==> src/rtl/uart_rx_cfg_if.sv <==
// uart_rx_cfg_if: receiver line input, frame status pulses and the output valid/ready buffer
interface uart_rx_cfg_if #(parameter int DATA_BITS = 8);
  logic                 en;
  logic                 rx;
  logic                 busy;
  logic                 done;
  logic                 frame_err;
  logic                 parity_err;
  logic                 overrun;
  logic                 out_valid;
  logic                 out_ready;
  logic [DATA_BITS-1:0] out_data;
  modport master (output en, rx, out_ready,
                  input  busy, done, frame_err, parity_err, overrun, out_valid, out_data);
  modport slave  (input  en, rx, out_ready,
                  output busy, done, frame_err, parity_err, overrun, out_valid, out_data);
endinterface

==> src/rtl/uart_rx_cfg.sv <==
// uart_rx_cfg: parametrised oversampling UART receiver with majority-vote sampling and buffered output
module uart_rx_cfg #(
  parameter int DATA_BITS  = 8,
  parameter int OVERSAMPLE = 16,
  parameter int PARITY_EN  = 0,
  parameter int PARITY_ODD = 0,
  parameter int STOP_BITS  = 1
) (
  input logic          clk,
  input logic          rst_n,
  uart_rx_cfg_if.slave bus
);
  localparam int H  = OVERSAMPLE / 2;
  localparam int LN = $clog2(OVERSAMPLE);
  localparam int TW = $clog2(OVERSAMPLE * (DATA_BITS + 4));
  localparam int BW = $clog2(DATA_BITS + 1);
  localparam logic [2:0] IDLE = 3'd0, START = 3'd1, DATA = 3'd2, PARITY = 3'd3, STOP = 3'd4;
  logic [1:0]           sync_q;
  logic [3:0]           hold_q;
  logic [2:0]           state_q, state_d;
  logic [TW-1:0]        t_q, t_d;
  logic [BW-1:0]        b_q, b_d;
  logic [DATA_BITS-1:0] sh_q, sh_d, out_q, out_d;
  logic                 ferr_q, ferr_d, perr_q, perr_d, busy_q, busy_d;
  logic                 done_q, fe_q, pe_q, ov_q, ov_d, valid_q, valid_d;
  logic                 rx_s, tick, maj, start, fin, good, load;
  assign rx_s  = sync_q[1];
  assign tick  = t_q[LN-1:0] == LN'(H + 1);
  assign start = !rx_s && hold_q == 4'hF;
  // hold_q[1:0] are the two samples before rx_s, so at phase H+1 they are phases H-1 and H
  assign maj   = (hold_q[1] & hold_q[0]) | (hold_q[1] & rx_s) | (hold_q[0] & rx_s);
  always_comb begin
    state_d = state_q;
    t_d     = t_q + TW'(1);
    b_d     = b_q;
    sh_d    = sh_q;
    ferr_d  = ferr_q;
    perr_d  = perr_q;
    busy_d  = busy_q;
    fin     = 1'b0;
    case (state_q)
      IDLE: if (start) begin
        state_d = START;
        t_d     = TW'(1);
        b_d     = '0;
        ferr_d  = 1'b0;
        perr_d  = 1'b0;
        busy_d  = 1'b1;
      end
      START: if (tick) begin
        state_d = maj ? IDLE : DATA;
        busy_d  = !maj;
      end
      DATA: if (tick) begin
        sh_d = {maj, sh_q[DATA_BITS-1:1]};
        b_d  = b_q + BW'(1);
        if (b_q == BW'(DATA_BITS - 1)) begin
          b_d     = '0;
          state_d = (PARITY_EN != 0) ? PARITY : STOP;
        end
      end
      PARITY: if (tick) begin
        perr_d  = (^sh_q ^ 1'(PARITY_ODD)) != maj;
        state_d = STOP;
      end
      STOP: if (tick) begin
        ferr_d = ferr_q | !maj;
        b_d    = b_q + BW'(1);
        if (b_q == BW'(STOP_BITS - 1)) begin
          fin     = 1'b1;
          state_d = IDLE;
          busy_d  = 1'b0;
        end
      end
      default: state_d = IDLE;
    endcase
    if (!bus.en) begin
      state_d = IDLE;
      busy_d  = 1'b0;
      b_d     = '0;
      fin     = 1'b0;
    end
    if (state_d == IDLE) t_d = '0;
  end
  // a full buffer still accepts the new frame if the consumer drains it in the same cycle
  assign good    = fin && !ferr_d && !perr_d;
  assign load    = good && (!valid_q || bus.out_ready);
  assign ov_d    = good && valid_q && !bus.out_ready;
  assign valid_d = load || (valid_q && !bus.out_ready);
  assign out_d   = load ? sh_q : out_q;
  always_ff @(posedge clk) begin
    if (!rst_n) begin
      sync_q  <= '1;
      hold_q  <= '1;
      state_q <= IDLE;
      t_q     <= '0;
      b_q     <= '0;
      sh_q    <= '0;
      ferr_q  <= 1'b0;
      perr_q  <= 1'b0;
      busy_q  <= 1'b0;
      done_q  <= 1'b0;
      fe_q    <= 1'b0;
      pe_q    <= 1'b0;
      ov_q    <= 1'b0;
      valid_q <= 1'b0;
      out_q   <= '0;
    end else begin
      sync_q  <= {sync_q[0], bus.rx};
      hold_q  <= {hold_q[2:0], rx_s};
      state_q <= state_d;
      t_q     <= t_d;
      b_q     <= b_d;
      sh_q    <= sh_d;
      ferr_q  <= ferr_d;
      perr_q  <= perr_d;
      busy_q  <= busy_d;
      done_q  <= fin;
      fe_q    <= fin && ferr_d;
      pe_q    <= fin && perr_d;
      ov_q    <= ov_d;
      valid_q <= valid_d;
      out_q   <= out_d;
    end
  end
  assign bus.busy       = busy_q;
  assign bus.done       = done_q;
  assign bus.frame_err  = fe_q;
  assign bus.parity_err = pe_q;
  assign bus.overrun    = ov_q;
  assign bus.out_valid  = valid_q;
  assign bus.out_data   = out_q;
endmodule

==> src/flat_wrapper.sv <==
// flat-port wrapper written by rule: the top's interface ports become plain ports
module uart_rx_cfg_flat 
#(
  parameter int DATA_BITS  = 8,
  parameter int OVERSAMPLE = 16,
  parameter int PARITY_EN  = 0,
  parameter int PARITY_ODD = 0,
  parameter int STOP_BITS  = 1
)
  (clk, rst_n, bus_en, bus_rx, bus_out_ready, bus_busy, bus_done, bus_frame_err, bus_parity_err, bus_overrun, bus_out_valid, bus_out_data);
  uart_rx_cfg_if #(.DATA_BITS(DATA_BITS)) bus_i ();
  input logic clk;
  input logic rst_n;
  input wire logic [$bits(bus_i.en)-1:0] bus_en;
  input wire logic [$bits(bus_i.rx)-1:0] bus_rx;
  input wire logic [$bits(bus_i.out_ready)-1:0] bus_out_ready;
  output wire logic [$bits(bus_i.busy)-1:0] bus_busy;
  output wire logic [$bits(bus_i.done)-1:0] bus_done;
  output wire logic [$bits(bus_i.frame_err)-1:0] bus_frame_err;
  output wire logic [$bits(bus_i.parity_err)-1:0] bus_parity_err;
  output wire logic [$bits(bus_i.overrun)-1:0] bus_overrun;
  output wire logic [$bits(bus_i.out_valid)-1:0] bus_out_valid;
  output wire logic [$bits(bus_i.out_data)-1:0] bus_out_data;
  assign bus_i.en = bus_en;
  assign bus_i.rx = bus_rx;
  assign bus_i.out_ready = bus_out_ready;
  assign bus_busy = bus_i.busy;
  assign bus_done = bus_i.done;
  assign bus_frame_err = bus_i.frame_err;
  assign bus_parity_err = bus_i.parity_err;
  assign bus_overrun = bus_i.overrun;
  assign bus_out_valid = bus_i.out_valid;
  assign bus_out_data = bus_i.out_data;
  uart_rx_cfg #(.DATA_BITS(DATA_BITS), .OVERSAMPLE(OVERSAMPLE), .PARITY_EN(PARITY_EN), .PARITY_ODD(PARITY_ODD), .STOP_BITS(STOP_BITS)) u_core (.clk(clk), .rst_n(rst_n), .bus(bus_i));
endmodule
==> config.mk <==
export PLATFORM = sky130hd
export DESIGN_NAME = uart_rx_cfg_flat
export DESIGN_NICKNAME = d
export VERILOG_FILES = /design/src/rtl/uart_rx_cfg_if.sv /design/src/rtl/uart_rx_cfg.sv /design/src/flat_wrapper.sv
export SDC_FILE = /design/constraint.sdc
export NUM_CORES = 1
export LEC_CHECK = 0
export ABC_AREA = 1
export BUFFER_PORTS_ARGS = -buffer_cell sky130_fd_sc_hd__buf_2
export CAP_MARGIN = 30
export CORE_ASPECT_RATIO = 0.5
export CORE_MARGIN = 1
export CORE_UTILIZATION = 45
export CTS_CLUSTER_SIZE = 28
export DETAILED_ROUTE_END_ITERATION = 10
export GPL_TIMING_DRIVEN = 0
export PLACE_DENSITY = 0.67
export SLEW_MARGIN = 30
export SYNTH_ARGS = -nofsm -noshare
export SYNTH_HDL_FRONTEND = slang
export SYNTH_SLANG_ARGS = --single-unit
==> constraint.sdc <==
create_clock -name clk -period 2.48 [get_ports clk]
set_input_delay 0.248 -clock clk [delete_from_list [all_inputs] [get_ports clk]]
set_output_delay 0.248 -clock clk [all_outputs]
set_load 0.005 [all_outputs]
======== Word level (Yosys, flattened, before mapping) ========
Cells that the tools add are included.
operators by class
  add/subtract/negate cells ............... 2
  multiply operators ...................... 0
  divide/modulo/power cells ............... 0
  order comparisons ....................... 0
  equal/unequal tests ..................... 13
  shift-type cells ........................ 0
  mux-type cells .......................... 32
  bitwise gates (word level) .............. 7
  reduce and logical (&&, ||, !) cells .... 28
operator list
  kind                                                   number
  2-to-1 mux 3 bit                                       8
  2-to-1 mux 4 bit                                       4
  2-to-1 mux 8 bit                                       2
  case mux 3 bit (5 select lines)                        1
  2-to-1 mux 1 bit                                       12
  case mux 4 bit (3 select lines)                        1
  inequality test 2 x 1 -> 1 bit, second input constant  5
  logical AND 1 bit                                      9
  adder 8 x 1 -> 8 bit, second input constant            1
  == test 4 bit, second input constant                   2
  parity 8 bit                                           1
  == test 3 x 2 -> 1 bit, second input constant          2
  logical NOT 1 bit                                      6
  logical NOT 3 bit                                      2
  nonzero test 3 bit                                     2
  AND reduction 5 bit                                    1
  adder 4 x 1 -> 4 bit, second input constant            1
  == test 4 x 3 -> 1 bit, second input constant          1
  logical NOT 4 bit                                      1
  case mux 1 bit (2 select lines)                        2
  AND reduction 2 bit                                    2
  AND reduction 4 bit                                    1
  bitwise AND 1 bit                                      3
  == test 3 x 1 -> 1 bit, second input constant          1
  other kinds (8)                                        11
word-level totals
  flip-flop bits (word level) ............. 45
  latch bits .............................. 0
  bits in writable memories ............... 0
  ROM bits ................................ 0
  bits of input ports ..................... 5
  output and inout port bits .............. 14
  logic and storage cells ................. 97
  memories kept ........................... 0

======== Logic depth before layout (Yosys ltp) ========
  depth in word-level cells ............... 12
  gate-level depth with buffers ........... 15

======== Least setup slack after synthesis ========
OpenSTA, ideal clock, no wires.
  path type ............................... register -> register
  start ................................... reg u_core.t_q[0]
  end ..................................... reg u_core.out_q[2], in the netlist u_core.bus.out_data[2]
  data arrival time ....................... 1.506 ns
  slack ................................... 0.861 ns
  cell stages (with the launch flop) ...... 10
  buffers on the path ..................... 1
  period minus slack after synthesis ...... 1.619 ns
  cell sequence ........................... dfxtp_1 -> ha_1 -> nand3b_4 -> nor2_1 -> nand3_2 -> nor2_4 -> nand4_4 -> buf_6 -> nor2_1 -> nor2_1
between the ends
  cells in the longest elaborated chain, start to end .. 7
  elaborated cells between the ends (all ways) .. 13
ends and longest elaborated chain
  element                                                              line                                  text
  start: declaration                                                   uart_rx_cfg.sv:21                     logic [TW-1:0] t_q, t_d;
  start signal: assignment                                             uart_rx_cfg.sv:112                    t_q <= t_d;
  == test 4 bit *                                                      uart_rx_cfg.sv:28                     assign tick = t_q[LN-1:0] == LN'(H + 1);
  2-to-1 mux 1 bit                                                     uart_rx_cfg.sv:66                     STOP: if (tick) begin
  case mux 1 bit (2 select lines) or 2-to-1 mux 1 bit (tied branches)  uart_rx_cfg.sv:41                     case (state_q)
  logical NOT 1 bit or 2-to-1 mux 1 bit (tied branches)                uart_rx_cfg.sv:86, uart_rx_cfg.sv:77
  logical AND 1 bit                                                    uart_rx_cfg.sv:86                     assign good = fin && !ferr_d && !perr_d;
  logical AND 1 bit *                                                  uart_rx_cfg.sv:86
  logical AND 1 bit *                                                  uart_rx_cfg.sv:87                     assign load = good && (!valid_q || bus.out_ready);
  end signal: assignment                                               uart_rx_cfg.sv:123                    out_q <= out_d;
  end: declaration                                                     uart_rx_cfg.sv:23                     logic [DATA_BITS-1:0] sh_q, sh_d, out_q, out_d;
Every way passes the cells marked *; elsewhere a longest branch is shown, timed or not.
A chain may end at the register's enable or synchronous reset.

======== Worst setup path in the final report ========
  start ................................... reg u_core.t_q[0]
  end ..................................... reg u_core.out_q[6], in the netlist u_core.bus.out_data[6]
Same word-level chain as after synthesis.

==> impl_metrics.yaml <==
die:
  rows: 16
  start_util_pct: 48.2
  io_pins: 19
  die-area_mm2: 0.00457
  fp.dieW_um: 94.6
  core_mm2: 0.00400
  die_h_um: 48.3
min_path:
  min_path_cells: 2
  hp-start: "bus_rx"
  hold_class: "in2reg"
synthesis:
  synth_seq_cells: 41
  synth_top_family_by_area: "simple AND/OR/NAND/NOR gates"
  synth-main-ff-cell: "dfxtp_1"
  synth-edff-count: 0
  ys_top_cells_by_count: "nand2_1, dfxtp_1, nor2_1"
  ys_seq_area_share_pct: 42.5
  synth_cell_types: 32
  syn_inst: 263
  yosys_warnings: 0
  synth_top_area_share_pct: 42.5
  synth.most_common_cell: "nand2_1"
  synth_fa_ha_area_share_pct: 2.59
  synth.cell_area_mm2: 0.00193
  avgSynthCellArea_um2: 7.34
  synth_mux_area_share_pct: 0
  synth-compound-area-share_pct: 9.92
  yosysTopAreaCell: "dfxtp_1"
  synth_area_leaders: "dfxtp_1, nand2_1, nor2_1"
  async_flop_share_pct: 0
  synthesis.nets: 272
  synth-simple-area-share_pct: 34.2
  synth-xor-area-share_pct: 1.82
layout:
  final_util_pct: 54.3
  n_fill_cell: 388
  nNetsFinal: 297
  layout-drive-gt1-share_pct: 21.1
  syn_to_final_growth_pct: 12.6
  stdcell_count: 343
  diodes: 0
clock_network:
  clk_pin_slew_ns: 0.08
  hold_buffers: 0
  cts-htree-levels: 2
  post_cts_resized: 0
  clk_latency_ns: 0.30
  cts_inserted_buffers: 5
  clock_sinks: 41
  clockBufferDepth: 2
  post-cts-setup-buffers: 0
  cts_tree: "yes"
  root_buffer: "clkbuf_8"
sta:
  rsz0062_at_grt: "false"
  min_period_over_period_pct: 75.2
  finalWorstSetupSlack_ns: 0.615
  finalSetupViolCount: 0
  tns_ns: 0
  slew_viol_final: 0
  final-hold-violation-count: 0
  slew_headroom_pct: 73.8
  max_freq_mhz: 536
  period_needed_ns: 1.86
  skew_ns: 0.00805
  tightest_slew_ns: 0.393
critical_path:
  worstReg2RegStart: "u_core.t_q[0]"
  worstRegToRegCells: 10
  start_kind: "flip-flop"
  crit_type: "reg2reg"
  crit_start: "u_core.t_q[0]"
  reg2reg_to: "u_core.bus.out_data[6]"
  critPathCaptureType: "flip-flop"
  crit_arrival_ns: 2.10
  crit_end: "u_core.bus.out_data[6]"
  crit_fanout: 10
  crit_required_ns: 2.71
  reg2reg_slack_ns: 0.62
placed_design:
  dp_worst_setup_slack_ns: 0.625
  dp_cells: 335
  port_buffers: 18
  gp_congestion: 0.855
  dpl.hpwl_um: 2800
drt:
  drtIter0Drc: 35
  via_per_inst: 4.76
  totalWireLength_um: 3780
  post-route-drc-count: 0
  firstDrtPassIters: 4
  vias: 1631
  wl_per_cell_um: 11.0
  postRouteAntennaNets: 0
pwr:
  max-vdd-ir-drop_uv: 217
  fin_total_pwr_mw: 1.14
  p_per_area_mw_per_mm2: 525
  p_leak_nw: 1.06
global_routing:
  grt_remaining_overflow: 0
  antenna_found_initial: 0
  grt_pass1_vias: 1509
  grtUsageTotal_pct: 18.6
  grt_start_max_net_pins: 14
  grt_first_pass_wirelength_um: 6520
run:
  max_cap_viol_count: 0
run_status:
  status: "complete, no violations"
area by class of cell:
class | count | area (µm²) | share of cell area [%]
tap | 54 | 67.6 | 3.11
timing repair buffer | 18 | 90.1 | 4.15
clock buffer | 5 | 68.8 | 3.17
buffer | 5 | 30.0 | 1.38
inverter | 38 | 143 | 6.56
sequential | 41 | 821 | 37.8
multi-input combinational | 179 | 936 | 43.1
clock inverter | 3 | 17.5 | 0.806
flip-flops by register name, summed over array words and instances, names as in the netlist, 2 cells and up:
register             cells
u_core.sync_q            2
u_core.sh_q              8
u_core.bus.out_data      8
u_core.t_q               4
u_core.state_q           3
u_core.hold_q            4
u_core.b_q               4
how the worst min path moves through the flow:
stage | end | slack, ns
CTS | u_core.sync_q[0] | 0.12
finish | u_core.sync_q[0] | 0.13
detailed placement | u_core.sync_q[1] | 0.41
global placement | u_core.sync_q[1] | 0.40
global route | u_core.sync_q[0] | 0.14
floorplan | u_core.sync_q[0] | 0.35
worst max-delay path, stage by stage, from the launching register on:
cell and delay (ns):
dfxtp_1 0.38, ha_1 0.24, nand3b_4 0.12, nor2_1 0.18, nand3_2 0.16, nor2_4 0.17, nand4_4 0.17, buf_6 0.18
nand2_1 0.05, nand2_1 0.04, nor2_1 0.09
per-stage QoR:
stage	area (µm²)	hold WS [ns]
2_1_floorplan	1930	0.355
3_5_place_dp	2090	0.406
4_1_cts	2170	0.124
5_1_grt	2170	0.137
6_report	2170	0.131
3_3_place_gp	2090	0.400
where the power goes:
part | leakage (nW) | switching (mW) | internal (mW) | total (mW)
Clock | 0.0439 | 0.238 | 0.194 | 0.432
Combinational | 0.682 | 0.0284 | 0.0147 | 0.0431
Sequential | 0.331 | 0.00326 | 0.662 | 0.666
Total | 1.06 | 0.269 | 0.871 | 1.14
cells in the final DEF (no fill, tap or decap), types with 3 or more instances in the layout:
master	count
o21ai_0	13
nand2_2	5
ha_1	4
inv_1	30
nand3_1	9
a211oi_1	3
buf_2	18
clkbuf_1	3
clkbuf_8	5
dfxtp_1	41
nor2_4	3
inv_2	8
nor3_1	8
nor2_2	3
a21oi_1	12
nand3_2	3
nor2_1	40
nand2_1	55
or2_2	5
cells by family (layout without fill, tap and decap cells):
family | count (synthesis) | after routing
buffers and inverters | 43 | 69
AND/OR/NAND/NOR | 137 | 137
XOR/XNOR | 4 | 4
flip-flops | 41 | 41
adder cells (fa/ha/maj) | 4 | 4
AO/OA/AOI/OAI | 34 | 34
metal layers:
metal	wire, µm	track usage, %	vias to the layer above	share of wire (%)
met4	37	10.1	0	0.98
met1	1920	23.6	730	51
met5	0	0	-	0
met2	1670	28.4	29	44
met3	151	5.50	3	4.0
li1	-	-	869	-
No activity file was read; power rests on OpenSTA's default activity.
